### src/rtl/seq_multiplier.sv
// Iterative shift-add multiplier (MULT/MULTU): one partial-product step per cycle
// on operand magnitudes, followed by a single sign-correction cycle.
module seq_multiplier #(
  parameter int WIDTH = 32
) (
  input  logic               clk,
  input  logic               rst,
  input  logic               start,
  input  logic               is_signed,
  input  logic [WIDTH-1:0]   a,
  input  logic [WIDTH-1:0]   b,
  output logic [2*WIDTH-1:0] s,
  output logic               busy,
  output logic               done
);

  localparam int CW = $clog2(WIDTH);

  localparam logic [1:0] ST_IDLE = 2'd0;
  localparam logic [1:0] ST_RUN  = 2'd1;
  localparam logic [1:0] ST_FIX  = 2'd2;

  logic [1:0]         state_r;
  logic [CW-1:0]      cnt_r;
  logic [WIDTH-1:0]   mag_a_r;
  logic [WIDTH-1:0]   mag_b_r;
  logic [2*WIDTH-1:0] acc_r;
  logic               neg_r;
  logic [2*WIDTH-1:0] addend_s;

  // Unsigned magnitude; the most negative value maps to 2^(WIDTH-1) exactly.
  function automatic logic [WIDTH-1:0] mag_of(input logic [WIDTH-1:0] x, input logic sgn);
    if (sgn && x[WIDTH-1]) begin
      mag_of = ~x + {{(WIDTH-1){1'b0}}, 1'b1};
    end else begin
      mag_of = x;
    end
  endfunction

  // Multiplicand aligned to the current step's bit position.
  always_comb begin
    addend_s = {{WIDTH{1'b0}}, mag_a_r} << cnt_r;
  end

  // Control FSM, datapath and registered outputs.
  always_ff @(posedge clk) begin
    if (rst) begin
      state_r <= ST_IDLE;
      cnt_r   <= {CW{1'b0}};
      mag_a_r <= {WIDTH{1'b0}};
      mag_b_r <= {WIDTH{1'b0}};
      acc_r   <= {(2*WIDTH){1'b0}};
      neg_r   <= 1'b0;
      s       <= {(2*WIDTH){1'b0}};
      busy    <= 1'b0;
      done    <= 1'b0;
    end else if (start) begin
      // A start in any state discards whatever was in flight.
      state_r <= ST_RUN;
      cnt_r   <= {CW{1'b0}};
      mag_a_r <= mag_of(a, is_signed);
      mag_b_r <= mag_of(b, is_signed);
      acc_r   <= {(2*WIDTH){1'b0}};
      neg_r   <= is_signed & (a[WIDTH-1] ^ b[WIDTH-1]);
      busy    <= 1'b1;
      done    <= 1'b0;
    end else begin
      case (state_r)
        ST_RUN: begin
          if (mag_b_r[0]) begin
            acc_r <= acc_r + addend_s;
          end
          mag_b_r <= mag_b_r >> 1;
          cnt_r   <= cnt_r + {{(CW-1){1'b0}}, 1'b1};
          done    <= 1'b0;
          if (cnt_r == CW'(WIDTH-1)) begin
            state_r <= ST_FIX;
          end
        end
        ST_FIX: begin
          s       <= neg_r ? (~acc_r + {{(2*WIDTH-1){1'b0}}, 1'b1}) : acc_r;
          done    <= 1'b1;
          busy    <= 1'b0;
          state_r <= ST_IDLE;
        end
        ST_IDLE: begin
          done <= 1'b0;
        end
        default: begin
          state_r <= ST_IDLE;
          busy    <= 1'b0;
          done    <= 1'b0;
        end
      endcase
    end
  end

endmodule

### config.mk
export PLATFORM = sky130hd
export DESIGN_NAME = seq_multiplier
export DESIGN_NICKNAME = d
export VERILOG_FILES = /design/src/rtl/seq_multiplier.sv
export SDC_FILE = /design/constraint.sdc
export NUM_CORES = 1
export LEC_CHECK = 0
export ABC_AREA = 1
export CELL_PAD_IN_SITES_DETAIL_PLACEMENT = 1
export CELL_PAD_IN_SITES_GLOBAL_PLACEMENT = 1
export CORE_ASPECT_RATIO = 1.4
export CORE_UTILIZATION = 45
export DETAILED_ROUTE_END_ITERATION = 8
export GPL_TIMING_DRIVEN = 0
export PLACE_DENSITY_LB_ADDON = 0.15
export SKIP_CTS_REPAIR_TIMING = 1
export SYNTH_ARGS = -nofsm -noshare
export SYNTH_HDL_FRONTEND = slang
export SYNTH_SLANG_ARGS = --single-unit
### constraint.sdc
create_clock -name clk -period 8.05 [get_ports clk]
set_input_delay 1.61 -clock clk [delete_from_list [all_inputs] [get_ports clk]]
set_output_delay 1.61 -clock clk [all_outputs]
set_load 0.1 [all_outputs]
After elaboration in Yosys (flattened, before gate mapping)
Index checks and enable logic that the tools add are counted.
- register bits: 202
- input bits: 68
- output and inout bits: 66
- $add $sub $neg: 5
- equal/unequal tests: 7
- shifts and indexed selects: 1
- muxes and demuxes: 11
- bitwise logic cells: 7
- reduce and logical (&&, ||, !) cells: 10
- operators with widths (operator ; number):
    32-bit 2-to-1 mux ; 4
    32-bit by 1-bit adder with 32-bit output, second input constant ; 2
    64-bit by 1-bit adder with 64-bit output, second input constant ; 1
    64-bit adder ; 1
    64-bit 2-to-1 mux ; 1
    32-bit inverter ; 2
    64-bit inverter ; 1
    32-bit by 5-bit left shift with 64-bit output ; 1
    2-bit AND reduction ; 4
    5-bit by 1-bit adder with 5-bit output, second input constant ; 1
    5-bit equality test, second input constant ; 1
    1-bit 2-to-1 mux ; 4
    2-bit inequality test, second input constant ; 2
    2-bit case mux with 2 select lines ; 1
    2-bit OR reduction ; 2
    3-bit inequality test, second input constant ; 1
    2-bit by 1-bit equality test with 1-bit output, second input constant ; 1
    2-bit equality test, second input constant ; 1
    1-bit logical AND ; 2
    2-bit zero test ; 1
    2-bit 2-to-1 mux ; 1
    2-bit by 1-bit inequality test with 1-bit output, second input constant ; 1
    1-bit inverter ; 2
    2-bit nonzero test ; 1
    other kinds (2) ; 2

Depth between registers and ports, before layout
- word-level depth: 4
- depth in mapped cells: 28
- gate-level depth less buffers: 27

Worst setup path before layout
Ideal clock, no wire load.
- path type: input to register
- start: input port a[0]
- end: register mag_a_r[22]
- library setup time: 0.124 ns
- data arrival time: 2.861 ns
- data required time: 7.926 ns
- setup slack: 5.064 ns
- cell stages on the path: 12
- buffers on the path: 0
- cells stage by stage: inv_1 > ha_1 > inv_1 > nor3_2 > nand2_1 > nor2_2 > nand2_1 > nand2_2 > o211ai_1 > or2_0 > nand3_1 > o21ai_1
- word-level cells in the longest chain between the ends: 3
- RTL lines (what ; line ; source):
    start: declaration ; 10 ; input logic [WIDTH-1:0] a,
    32-bit inverter ; 34 ; mag_of = ~x + {{(WIDTH-1){1'b0}}, 1'b1};
    32-bit by 1-bit adder with 32-bit output ; 34 ;
    32-bit 2-to-1 mux ; 33 ; if (sgn && x[WIDTH-1]) begin
    end signal: assignment ; 50 ; mag_a_r <= {WIDTH{1'b0}};
    end signal: assignment ; 61 ; mag_a_r <= mag_of(a, is_signed);
    end: declaration ; 25 ; logic [WIDTH-1:0] mag_a_r;
Every way passes these cells.
A chain may end at the register's enable or synchronous reset.

Worst setup path in the final report
- start: register cnt_r[1]
- end: register acc_r[55]
- word-level cells in the longest chain between the ends: 2
- RTL lines (what ; line ; source):
    start: declaration ; 24 ; logic [CW-1:0] cnt_r;
    start signal: assignment ; 49 ; cnt_r <= {CW{1'b0}};
    start signal: assignment ; 60 ; cnt_r <= {CW{1'b0}};
    start signal: assignment ; 74 ; cnt_r <= cnt_r + {{(CW-1){1'b0}}, 1'b1};
    32-bit by 5-bit left shift with 64-bit output ; 42 ; addend_s = {{WIDTH{1'b0}}, mag_a_r} << cnt_r;
    64-bit adder ; 71 ; acc_r <= acc_r + addend_s;
    end signal: assignment ; 52 ; acc_r <= {(2*WIDTH){1'b0}};
    end signal: assignment ; 63 ; acc_r <= {(2*WIDTH){1'b0}};
    end signal: assignment ; 71 ;
    end: declaration ; 27 ; logic [2*WIDTH-1:0] acc_r;
Every way passes these cells.

==> results.txt <==
- Status: complete, no violations
* DRC violations left: 0
- # H-tree levels: 1
* Kind of critical path: reg2reg
* Total grt overflow: 0
- Number of buffers inserted during clock tree synthesis: 23
- Switching share of total power: 0.344
* Slew at the pin with the worst max-slew slack: 1.16 ns
- Switching power: 1010 uW
- Power Dens Cells: 132 nW/um2
- The min-delay analysis places its worst path in the category reg2reg.
- Overall routing resource usage: 0.418
- Synthesized net count: 3722
- Max Buffers Root-to-Sink: 3
- Internal power: approximately 1900 uW
- In the synthesized netlist the dominant register cell turns out to be sky130_fd_sc_hd__dfxtp_1.
- Startpoint of the lowest-slack hold path: mag_b_r[24]$_SDFFE_PP0P_
* Crit start category: flop
* Routed length per instance: 21.5 um
- I/O pin total: between 100 and 150
- The floorplan has between 80 and 90 rows.
* R2R cell count: 19
- Req. time, crit path: between 8 and 9 ns
* Initial antenna violation count: 3
- Final HPWL from detailed placement: 76.5 mm
- The routed design has 92.6 mm of wire.
* Average vias per placed instance: 5.57
- Final antenna-violating net count: 0
- Clk_lat worst skew: 0.56 ns
- Synth async-reset ratio: 0
- Along the worst hold path, the cell count comes to 2.
* Final estimated routing congestion in global placement: approximately 1.1
- Timing analysis after detailed placement gives a worst setup slack of 3.84 ns.
- 1st-pass router iterations: 5
* Global-route wire length before repair: 140 mm
- After technology mapping, the gate count stands at 3585.
- Across the routed clock network, the largest skew measured is approximately 0.024 ns.
- Remaining max-slew budget at the tightest pin: 0.224
- In the finished design, the share of the clock period the worst path needs comes to 0.568.
- The initial utilization of the core area, before any placement, comes to 0.459.
* Nature of the critical path endpoint: flop
- Total number of yosys warnings: 0
- In this run the horizontal extent of the chip is between 150 and 200 um.
- Sequential share of the synthesized area: 0.208
- In the final timing run, aggregate negative setup slack is 0 ns.
- Library cells used by synthesis: slightly above 50
- Share of total power in combinational logic: 0.239
* Placed cells: 4262
* TritonCTS clock tree: built
- Across all setup checks in the final design, the least slack found is 3.48 ns.
- The analysis attributes to cell leakage a power of 0.0116 uW.
* Final Instance Count excl. Fillers: 4305
- The worst register-to-register path begins at cnt_r[1]$_SDFFE_PP0P_.
* Die boundary height: 248 um
- Count of maximum capacitance violations: 0
- Of the total power, the clock network draws 0.401.
- Start point of the critical path: cnt_r[1]$_SDFFE_PP0P_
- In the final layout, the share of cells above drive strength 1 is 0.0415.
- Entering global routing, the biggest net connects 14 pins.
* Synthesis-to-layout area growth: 14.4%
- The number of failing hold endpoints at the final stage came to 0.
- After synthesis, the mean cell area works out to 5.42 um2.
- The tree built by TritonCTS fans out to roughly 200 sinks.
* Clock-pin slew on the worst setup and hold paths: 0.08 ns
* Final setup fails: 0
- The number of global-route vias before repair came to 25300.
- Cell area after synthesis: between 15000 and 20000 um2
- Detailed routing inserted a total of approximately 24000 vias.
* Post-layout minimum cycle time: 4.57 ns
* Port Buffers: ~130
* Clock root cell: sky130_fd_sc_hd__clkbuf_16
* Core area: approximately 42000 um2
- The die covers 44000 um2.
- Flip-flop and latch count after synthesis: 202
- Number of DRC violations after detailed-routing iteration 0: 1151
- The final layout contains between 3000 and 4000 nets.
- Critical Path AT: between 5 and 6 ns
* Largest fanout on the critical path: 10
- Number of enable flip-flop cells after synthesis: 0
- The final count of pins violating max slew came to 0.
* Proportion of power drawn by flip-flops and latches: 0.360
* Setup repair after global routing missed its margin: no
- Static timing analysis puts the maximum clock frequency at 219 MHz.
- Max IR drop VDD: 0.000153 V
==> worst max-delay path, stage by stage (launching register included) <==
cell,delay (ns)
sky130_fd_sc_hd__dfxtp_1,0.37
sky130_fd_sc_hd__inv_2,0.16
sky130_fd_sc_hd__clkbuf_1,0.49
sky130_fd_sc_hd__nand2_1,0.11
sky130_fd_sc_hd__o21ai_0,0.15
sky130_fd_sc_hd__mux2i_1,0.18
sky130_fd_sc_hd__o21ai_0,0.64
sky130_fd_sc_hd__nor2_1,0.21
sky130_fd_sc_hd__ha_1,0.45
sky130_fd_sc_hd__nand2_1,0.13
sky130_fd_sc_hd__nor2_1,0.22
sky130_fd_sc_hd__nand2_1,0.09
sky130_fd_sc_hd__inv_1,0.08
sky130_fd_sc_hd__nand3_1,0.10
sky130_fd_sc_hd__nand3b_1,0.39
sky130_fd_sc_hd__nand2_1,0.20
sky130_fd_sc_hd__nand3_1,0.14
sky130_fd_sc_hd__nand3_1,0.16
sky130_fd_sc_hd__nand2_1,0.14
sky130_fd_sc_hd__inv_1,0.05
==> final cells by class <==
type                            instances  area (um2)
Multi-Input combinational cell       2650       12600
Clock inverter                         10         163
Buffer                                118         488
Inverter                              615        2310
Timing Repair Buffer                  131        1310
Antenna cell                            2        5.00
Clock buffer                           31         646
Fill cell                            6258       20100
Sequential cell                       202        4040
Tap cell                              546         683
==> Yosys cell counts, types with 6 or more instances <==
cell	number	area [um2]
sky130_fd_sc_hd__and2_1	6	37.5
sky130_fd_sc_hd__buf_2	30	150
sky130_fd_sc_hd__mux2i_1	21	210
sky130_fd_sc_hd__nor3_1	45	225
sky130_fd_sc_hd__nand4_1	44	275
sky130_fd_sc_hd__o21bai_1	7	52.6
sky130_fd_sc_hd__nand3b_1	8	60.1
sky130_fd_sc_hd__o221ai_1	7	61.3
sky130_fd_sc_hd__inv_1	577	2170
sky130_fd_sc_hd__nand2_2	13	81.3
sky130_fd_sc_hd__nand3_1	193	966
sky130_fd_sc_hd__ha_1	68	851
sky130_fd_sc_hd__nor2_1	405	1520
sky130_fd_sc_hd__clkbuf_1	71	267
sky130_fd_sc_hd__buf_1	15	56.3
sky130_fd_sc_hd__o22ai_1	8	50.1
sky130_fd_sc_hd__inv_2	33	124
sky130_fd_sc_hd__xor2_1	71	622
sky130_fd_sc_hd__a21oi_1	198	991
sky130_fd_sc_hd__nand2_1	1208	4530
sky130_fd_sc_hd__o211ai_1	13	97.6
sky130_fd_sc_hd__a31oi_1	8	50.1
sky130_fd_sc_hd__o21ai_1	112	561
sky130_fd_sc_hd__nor2_2	19	119
sky130_fd_sc_hd__dfxtp_1	202	4040
sky130_fd_sc_hd__o21ai_0	141	706
sky130_fd_sc_hd__o32ai_1	6	52.6
==> cell usage in the layout, fill, tap and decap left out, types with 4 or more instances in the layout <==
| master | count |
|---|---|
| sky130_fd_sc_hd__clkbuf_8 | 4 |
| sky130_fd_sc_hd__o22ai_1 | 8 |
| sky130_fd_sc_hd__o221ai_1 | 7 |
| sky130_fd_sc_hd__clkbuf_1 | 75 |
| sky130_fd_sc_hd__nand3_1 | 193 |
| sky130_fd_sc_hd__o21ai_1 | 112 |
| sky130_fd_sc_hd__nand3_2 | 4 |
| sky130_fd_sc_hd__clkdlybuf4s50_1 | 131 |
| sky130_fd_sc_hd__o32ai_1 | 6 |
| sky130_fd_sc_hd__a21oi_1 | 198 |
| sky130_fd_sc_hd__o21ai_0 | 141 |
| sky130_fd_sc_hd__bufinv_16 | 4 |
| sky130_fd_sc_hd__nor3_1 | 45 |
| sky130_fd_sc_hd__nand2_2 | 13 |
| sky130_fd_sc_hd__a31oi_1 | 8 |
| sky130_fd_sc_hd__o21bai_1 | 7 |
| sky130_fd_sc_hd__clkinv_1 | 5 |
| sky130_fd_sc_hd__ha_1 | 68 |
| sky130_fd_sc_hd__inv_2 | 33 |
| sky130_fd_sc_hd__clkbuf_16 | 23 |
| sky130_fd_sc_hd__dfxtp_1 | 202 |
| sky130_fd_sc_hd__nand4_1 | 44 |
| sky130_fd_sc_hd__o21a_1 | 5 |
| sky130_fd_sc_hd__nand2_1 | 1208 |
| sky130_fd_sc_hd__buf_2 | 30 |
| sky130_fd_sc_hd__nor3_2 | 5 |
| sky130_fd_sc_hd__mux2i_1 | 21 |
| sky130_fd_sc_hd__xor2_1 | 71 |
| sky130_fd_sc_hd__and2_1 | 6 |
| sky130_fd_sc_hd__inv_1 | 577 |
| sky130_fd_sc_hd__nor2_1 | 405 |
| sky130_fd_sc_hd__nor4_1 | 5 |
| sky130_fd_sc_hd__nand3b_1 | 8 |
| sky130_fd_sc_hd__nor2_2 | 19 |
| sky130_fd_sc_hd__buf_1 | 15 |
| sky130_fd_sc_hd__o211ai_1 | 13 |
==> final timing paths <==
| path | endpoint | slack, ns |
|---|---|---|
| min | mag_b_r[24]$_SDFFE_PP0P_ | 0.47 |
| max reg2reg | acc_r[55]$_SDFFE_PP0P_ | 3.48 |
| min reg2reg | mag_b_r[24]$_SDFFE_PP0P_ | 0.47 |
| max | acc_r[55]$_SDFFE_PP0P_ | 3.48 |
==> routing by layer <==
| metal | share of wire | up-vias | GRT usage |
|---|---|---|---|
| met2 | 0.49 | 819 | 0.753 |
| met4 | 0.10 | 4 | 0.397 |
| met1 | 0.35 | 11300 | 0.405 |
| met3 | 0.051 | 414 | 0.0633 |
| li1 | - | 11500 | - |
| met5 | 0.00025 | - | 0 |
==> metrics by stage <==
stage / utilization / power (uW) / instance area (um2) / hold WS [ns]
finish: 0.526 / 2940 / 22200 / 0.469
global route: 0.525 / 3030 / 22200 / 0.482
CTS: 0.525 / 2910 / 22200 / 0.468
detailed placement: 0.506 / 1740 / 21400 / 0.458
global placement: 0.506 / 1720 / 21400 / 0.451
floorplan: - / 1480 / 19400 / 0.443
==> cells by family after synthesis <==
family | Yosys count | share of synthesized area
AND/OR/NAND/NOR | 1971 | 0.418
flip-flops | 202 | 0.208
AO/OA/AOI/OAI | 515 | 0.141
XOR/XNOR | 74 | 0.0334
adder cells (fa/ha/maj) | 69 | 0.0448
buffers and inverters | 733 | 0.144
multiplexers | 21 | 0.0108
==> power groups by stage <==
stage | logic (uW) | registers (uW) | clock network (uW)
6_report | 701 | 1060 | 1180
2_1_floorplan | 411 | 1070 | 0
3_5_place_dp | 666 | 1080 | 0
5_1_grt | 753 | 1060 | 1220
4_1_cts | 675 | 1060 | 1180
3_3_place_gp | 643 | 1070 | 0
==> sequential cells by signal, summed over array words and instances (netlist names) <==
| register | count |
|---|---|
| acc_r | 64 |
| busy | 1 |
| cnt_r | 5 |
| mag_b_r | 32 |
| neg_r | 1 |
| done | 1 |
| state_r | 2 |
| mag_a_r | 32 |
| s | 64 |
Power figures use the tool's default switching activity.
